`src/rtl/alu_pkg.sv`:
```
// Shared types for the shader-core ALU: datapath word, memory/register sizing
// and the opcode encoding.
package GPU_Shader_pkg;
  typedef logic [31:0] word_t;
  localparam int unsigned WORD_W    = 32;
  localparam int unsigned MEM_DEPTH = 128;
  localparam int unsigned NUM_REGS  = 16;
  localparam int unsigned ADDR_W    = $clog2(MEM_DEPTH);
endpackage

package opcode_pkg;
  typedef enum logic [3:0] {
    NOP    = 4'd0,
    ADD    = 4'd1,
    SUB    = 4'd2,
    MUL    = 4'd3,
    DIV    = 4'd4,
    MIN    = 4'd5,
    MAX    = 4'd6,
    AND    = 4'd7,
    OR     = 4'd8,
    XOR    = 4'd9,
    XNOR   = 4'd10,
    LOAD   = 4'd11,
    STORE  = 4'd12,
    MATADD = 4'd13,
    MATMUL = 4'd14
  } opcodes_t;
endpackage

```
`src/rtl/alu_mat_unit.sv`:
```
// Combinational packed-byte helpers: 4-lane 8-bit add and 2x2 8-bit matrix
// multiply (row-major, element [0][0] in bits [7:0]), all results mod 256.
module alu_mat_unit
  import GPU_Shader_pkg::*;
(
  input  word_t a,
  input  word_t b,
  output word_t lane_sum,
  output word_t mat_prod
);

  logic [7:0] a00, a01, a10, a11;
  logic [7:0] b00, b01, b10, b11;
  logic [7:0] c00, c01, c10, c11;

  assign {a11, a10, a01, a00} = a;
  assign {b11, b10, b01, b00} = b;

  assign lane_sum = {a[31:24] + b[31:24], a[23:16] + b[23:16],
                     a[15:8]  + b[15:8],  a[7:0]   + b[7:0]};

  assign c00 = a00 * b00 + a01 * b10;
  assign c01 = a00 * b01 + a01 * b11;
  assign c10 = a10 * b00 + a11 * b10;
  assign c11 = a10 * b01 + a11 * b11;

  assign mat_prod = {c11, c10, c01, c00};

endmodule

```
`src/rtl/alu.sv`:
```
// Single-issue integer ALU with registered register-file and data-memory write
// requests. Define ALU_MATRIX_OPS_EN to enable MATADD/MATMUL.
module alu
  import GPU_Shader_pkg::*;
  import opcode_pkg::*;
(
  input  logic              clk,
  input  logic              rst,
  input  word_t             read_reg0,
  input  word_t             read_reg1,
  input  word_t             mem_read_data,
  input  opcodes_t          opcode,
  input  logic [10:0]       immd,
  output logic              reg_write_en,
  output int unsigned       reg_write_idx,
  output word_t             reg_write_data,
  output logic              mem_write_en,
  output logic [ADDR_W-1:0] mem_write_addr,
  output word_t             mem_write_data
);

  logic              rwe_d;
  int unsigned       ridx_d;
  word_t             rdata_d;
  logic              mwe_d;
  logic [ADDR_W-1:0] maddr_d;
  word_t             mdata_d;

  word_t a, b;
  assign a = read_reg0;
  assign b = read_reg1;

`ifdef ALU_MATRIX_OPS_EN
  word_t lane_sum, mat_prod;

  alu_mat_unit u_mat (
    .a        (a),
    .b        (b),
    .lane_sum (lane_sum),
    .mat_prod (mat_prod)
  );
`endif

  always_comb begin
    rwe_d   = 1'b0;
    ridx_d  = '0;
    rdata_d = '0;
    mwe_d   = 1'b0;
    maddr_d = '0;
    mdata_d = '0;
    case (opcode)
      ADD:    begin rwe_d = 1'b1; rdata_d = a + b; end
      SUB:    begin rwe_d = 1'b1; rdata_d = a - b; end
      MUL:    begin rwe_d = 1'b1; rdata_d = a * b; end
      // Divide-by-zero returns all ones rather than trapping.
      DIV:    begin rwe_d = 1'b1; rdata_d = (b == '0) ? '1 : a / b; end
      MIN:    begin rwe_d = 1'b1; rdata_d = (a <= b) ? a : b; end
      MAX:    begin rwe_d = 1'b1; rdata_d = (a >= b) ? a : b; end
      AND:    begin rwe_d = 1'b1; rdata_d = a & b; end
      OR:     begin rwe_d = 1'b1; rdata_d = a | b; end
      XOR:    begin rwe_d = 1'b1; rdata_d = a ^ b; end
      XNOR:   begin rwe_d = 1'b1; rdata_d = ~(a ^ b); end
      LOAD:   begin rwe_d = 1'b1; rdata_d = mem_read_data; end
      STORE: begin
        mwe_d   = 1'b1;
        maddr_d = immd[ADDR_W-1:0];
        mdata_d = a;
      end
`ifdef ALU_MATRIX_OPS_EN
      MATADD: begin rwe_d = 1'b1; rdata_d = lane_sum; end
      MATMUL: begin rwe_d = 1'b1; rdata_d = mat_prod; end
`endif
      default: ;
    endcase
    if (rwe_d) ridx_d = {28'd0, immd[10:7]};
  end

  always_ff @(posedge clk) begin
    if (rst) begin
      reg_write_en   <= 1'b0;
      reg_write_idx  <= '0;
      reg_write_data <= '0;
      mem_write_en   <= 1'b0;
      mem_write_addr <= '0;
      mem_write_data <= '0;
    end else begin
      reg_write_en   <= rwe_d;
      reg_write_idx  <= ridx_d;
      reg_write_data <= rdata_d;
      mem_write_en   <= mwe_d;
      mem_write_addr <= maddr_d;
      mem_write_data <= mdata_d;
    end
  end

endmodule

```
`config.mk`:
```
export PLATFORM = sky130hd
export DESIGN_NAME = alu
export DESIGN_NICKNAME = d
export VERILOG_FILES = /design/src/rtl/alu_pkg.sv /design/src/rtl/alu_mat_unit.sv /design/src/rtl/alu.sv
export SDC_FILE = /design/constraint.sdc
export NUM_CORES = 2
export LEC_CHECK = 0
export ABC_AREA = 1
export BUFFER_PORTS_ARGS = -buffer_cell sky130_fd_sc_hd__buf_2
export CAP_MARGIN = 20
export CORE_UTILIZATION = 45
export DETAILED_ROUTE_END_ITERATION = 10
export HOLD_SLACK_MARGIN = 0.02
export PLACE_DENSITY = 0.64
export SLEW_MARGIN = 30
export SYNTH_ARGS = -nofsm -noshare
export SYNTH_HDL_FRONTEND = slang
export SYNTH_SLANG_ARGS = --single-unit
```
`constraint.sdc`:
```
create_clock -name clk -period 161.7 [get_ports clk]
set_clock_uncertainty 0.05 [all_clocks]
set_input_delay 32.34 -clock clk [delete_from_list [all_inputs] [get_ports clk]]
set_output_delay 32.34 -clock clk [all_outputs]
set_load 0.03 [all_outputs]
```
==> out/results.txt <==
final core occ -> 0.475
DPL Wire Length -> 173 mm
combinational family with the most area after synthesis -> adder cells
Critical Path Source Type -> input port
io pins -> 218
Netlist cell types -> 96
Seq cells post-synth -> 77
Die H -> 347 µm
Final Cycle Share -> 0.669
global route overflow -> 0
final setup vio count -> 0
vias in the first global route -> 52100
vias per inst -> 5.70
Core Area -> 118000 µm²
Hold WS -> 32.03 ns
gr usage total -> 0.361
Synth Area in Compound Gates -> 0.162
crit path time final -> 108.10 ns
EDFF count, synth -> 0
highest clock rate -> 9.25 MHz
Die X -> 347 µm
RSZ-0062 raised after global routing -> no
Setup Total Neg Slack -> 0 ns
Post-Synth XOR/XNOR Area -> 0.0726
mapped cell area -> 53400 µm²
post-route ant nets -> 0
Worst Max-Slew Pin Slew -> 1.07 ns
met2 usage in global routing -> 0.549
drt total wl -> 221 mm
Hold WC Path Type -> in2reg
initial core utilization -> 0.453
Remaining DRCs -> 0
Async SR Flop Fraction -> 0
first-pass GRT wire length -> 327 mm
Clock Tree Root -> clkbuf_16
Fin. Hold Viols -> 0
Post-CTS Resized -> 0
leak pwr -> 31.5 nW
Critical Path AT -> 108.42 ns
grt met1 use -> 0.500
clock sinks -> 77
initial antenna violation count -> 17
crit end category -> flop
Post-CTS Setup Inserts -> 0
drt pass-1 iters -> 6
Max Slew Vio Count -> 0
Critical Path RT -> 162.01 ns
critical path's slowest cell -> inv_1
Syn Area/Cell -> 6.57 µm²
VDD IR max -> 0.0395 mV
Post-CTS Hold Fix Bufs -> 0
CP most frequent cell -> nand2_1
FP Rows -> 126
Adder-Cell Fraction of Synth Area -> 0.330
CP peak stage delay -> 0.84 ns
maxcap violations -> 0
simple-gate portion of the synthesized area -> 0.265
main flop type after synthesis -> dfxtp_1
starting DRC count in detailed routing -> 5552
Crit Path Class -> in2reg
Slew HR -> 0.285
Levels on crit path -> 445
Power Total -> 0.000840 W
post-layout net count -> 9434
top cell family by delay on the critical path -> simple AND/OR/NAND/NOR gates
port bufs -> 189
GRT busiest layer -> met2
WL/cell -> 22.8 µm
hold path depth -> 3
area delta synth->final -> 4.82%
sequential share of the synthesized area -> 0.0289
total CTS buffers -> 9
largest net degree at the start of global routing -> 39
register clock-pin slew on the reported worst setup and hold paths -> 0.10 ns
die area -> 120000 µm²
H-tree levels -> 3
Mapped Cells -> 8124
layout cells sized above 1 -> 0.0989
vias -> 55300
mux contribution to synthesized area -> 0.00403
worst-path fanout max -> 38
Max clock buf depth -> 2
gp weighted congestion -> 1.06
status -> completed
CTS tree -> yes
PD cells -> 15.0 nW/µm²
number of buffers and inverters on the critical path -> 60
M3 GR Usage -> 0.0732
Yosys warnings -> 0
-- state kept, by name (all words and copies together), names as in the netlist --
name and cells:
mem_write_data 32, mem_write_en 1, reg_write_idx 4, reg_write_en 1
mem_write_addr 7, reg_write_data 32
-- metal layers --
layer | vias to the layer above | wire [µm]
met4 | 12 | 9150
met1 | 26300 | 96100
li1 | 25900 | -
met5 | - | 76
met3 | 416 | 23000
met2 | 2586 | 92700
-- stage by stage --
step                cells  setup slack (ns)  instance area [µm²]
global placement     9682             54.65                55700
finish               9704             53.60                56000
global route         9699             46.47                56000
floorplan            8151             69.68                53500
CTS                  9697             53.60                56000
detailed placement   9682             53.37                55700
-- cells in the final DEF (no fill, tap or decap), drive strengths merged, types with 14 or more instances in the layout --
cell	count
nand2	2062
inv	1510
ha	754
a21oi	621
o21ai	446
nor2	429
fa	410
nand3	381
buf	298
xor2	283
xnor2	160
or2	78
dfxtp	77
nor3	67
o21bai	61
nand4	57
and2	34
a21o	33
nor4	33
a31oi	33
a21boi	31
conb	28
a211oi	28
o31ai	26
a221oi	20
o22ai	20
o221ai	19
mux2i	19
clkinv	19
o211ai	16
o2111ai	14
-- logic make-up (layout without fill, tap and decap cells) --
logic type,Yosys count,in the layout
flops,77,77
buf+inv,1827,1837
compound gates,1430,1430
mux,19,19
xor+xnor,443,443
other cells,1,35
simple gates,3163,3163
fa+ha+maj,1164,1164
-- final timing paths --
path / slack [ns] / startpoint / to
worst max-delay path: 53.60 / read_reg1[0] / reg_write_data[0]
worst min-delay path: 32.03 / immd[10] / reg_write_idx[3]
-- power by group --
part           switching (W)  internal, W
logic               0.000495     0.000296
clock network      0.0000131    0.0000119
registers         0.00000224    0.0000210
-- Yosys cell counts (19+ instances only) --
| library cell | n | area (µm²) |
|---|---|---|
| a211oi_1 | 27 | 203 |
| a21boi_0 | 21 | 158 |
| a21o_1 | 32 | 240 |
| a21oi_1 | 589 | 2950 |
| a21oi_2 | 20 | 175 |
| a221oi_1 | 20 | 175 |
| a31oi_1 | 31 | 194 |
| and2_1 | 33 | 206 |
| buf_1 | 34 | 128 |
| buf_2 | 21 | 105 |
| buf_4 | 58 | 435 |
| clkbuf_1 | 167 | 627 |
| dfxtp_1 | 77 | 1540 |
| fa_1 | 410 | 8210 |
| ha_1 | 754 | 9430 |
| inv_1 | 1451 | 5450 |
| inv_2 | 54 | 203 |
| nand2_1 | 1970 | 7390 |
| nand2_2 | 80 | 500 |
| nand3_1 | 269 | 1350 |
| nand3_2 | 111 | 1110 |
| nand4_1 | 55 | 344 |
| nor2_1 | 399 | 1500 |
| nor3_1 | 62 | 310 |
| nor4_1 | 31 | 194 |
| o21ai_0 | 319 | 1600 |
| o21ai_1 | 90 | 450 |
| o21ai_2 | 35 | 307 |
| o21bai_1 | 45 | 338 |
| o221ai_1 | 19 | 166 |
| o22ai_1 | 20 | 125 |
| o31ai_1 | 25 | 188 |
| or2_2 | 66 | 413 |
| xnor2_1 | 160 | 1400 |
| xor2_1 | 283 | 2480 |
-- final cells by class --
cell class / instances / area [µm²]
Fill cell: 12400 / 61900
Multi-Input combinational cell: 6247 / 44700
Inverter: 1524 / 5750
Tap cell: 1536 / 1920
Timing Repair Buffer: 298 / 1760
Sequential cell: 77 / 1540
Clock buffer: 9 / 225
Clock inverter: 6 / 62.6
Antenna cell: 7 / 17.5
No activity file was read; power rests on OpenSTA's default activity.
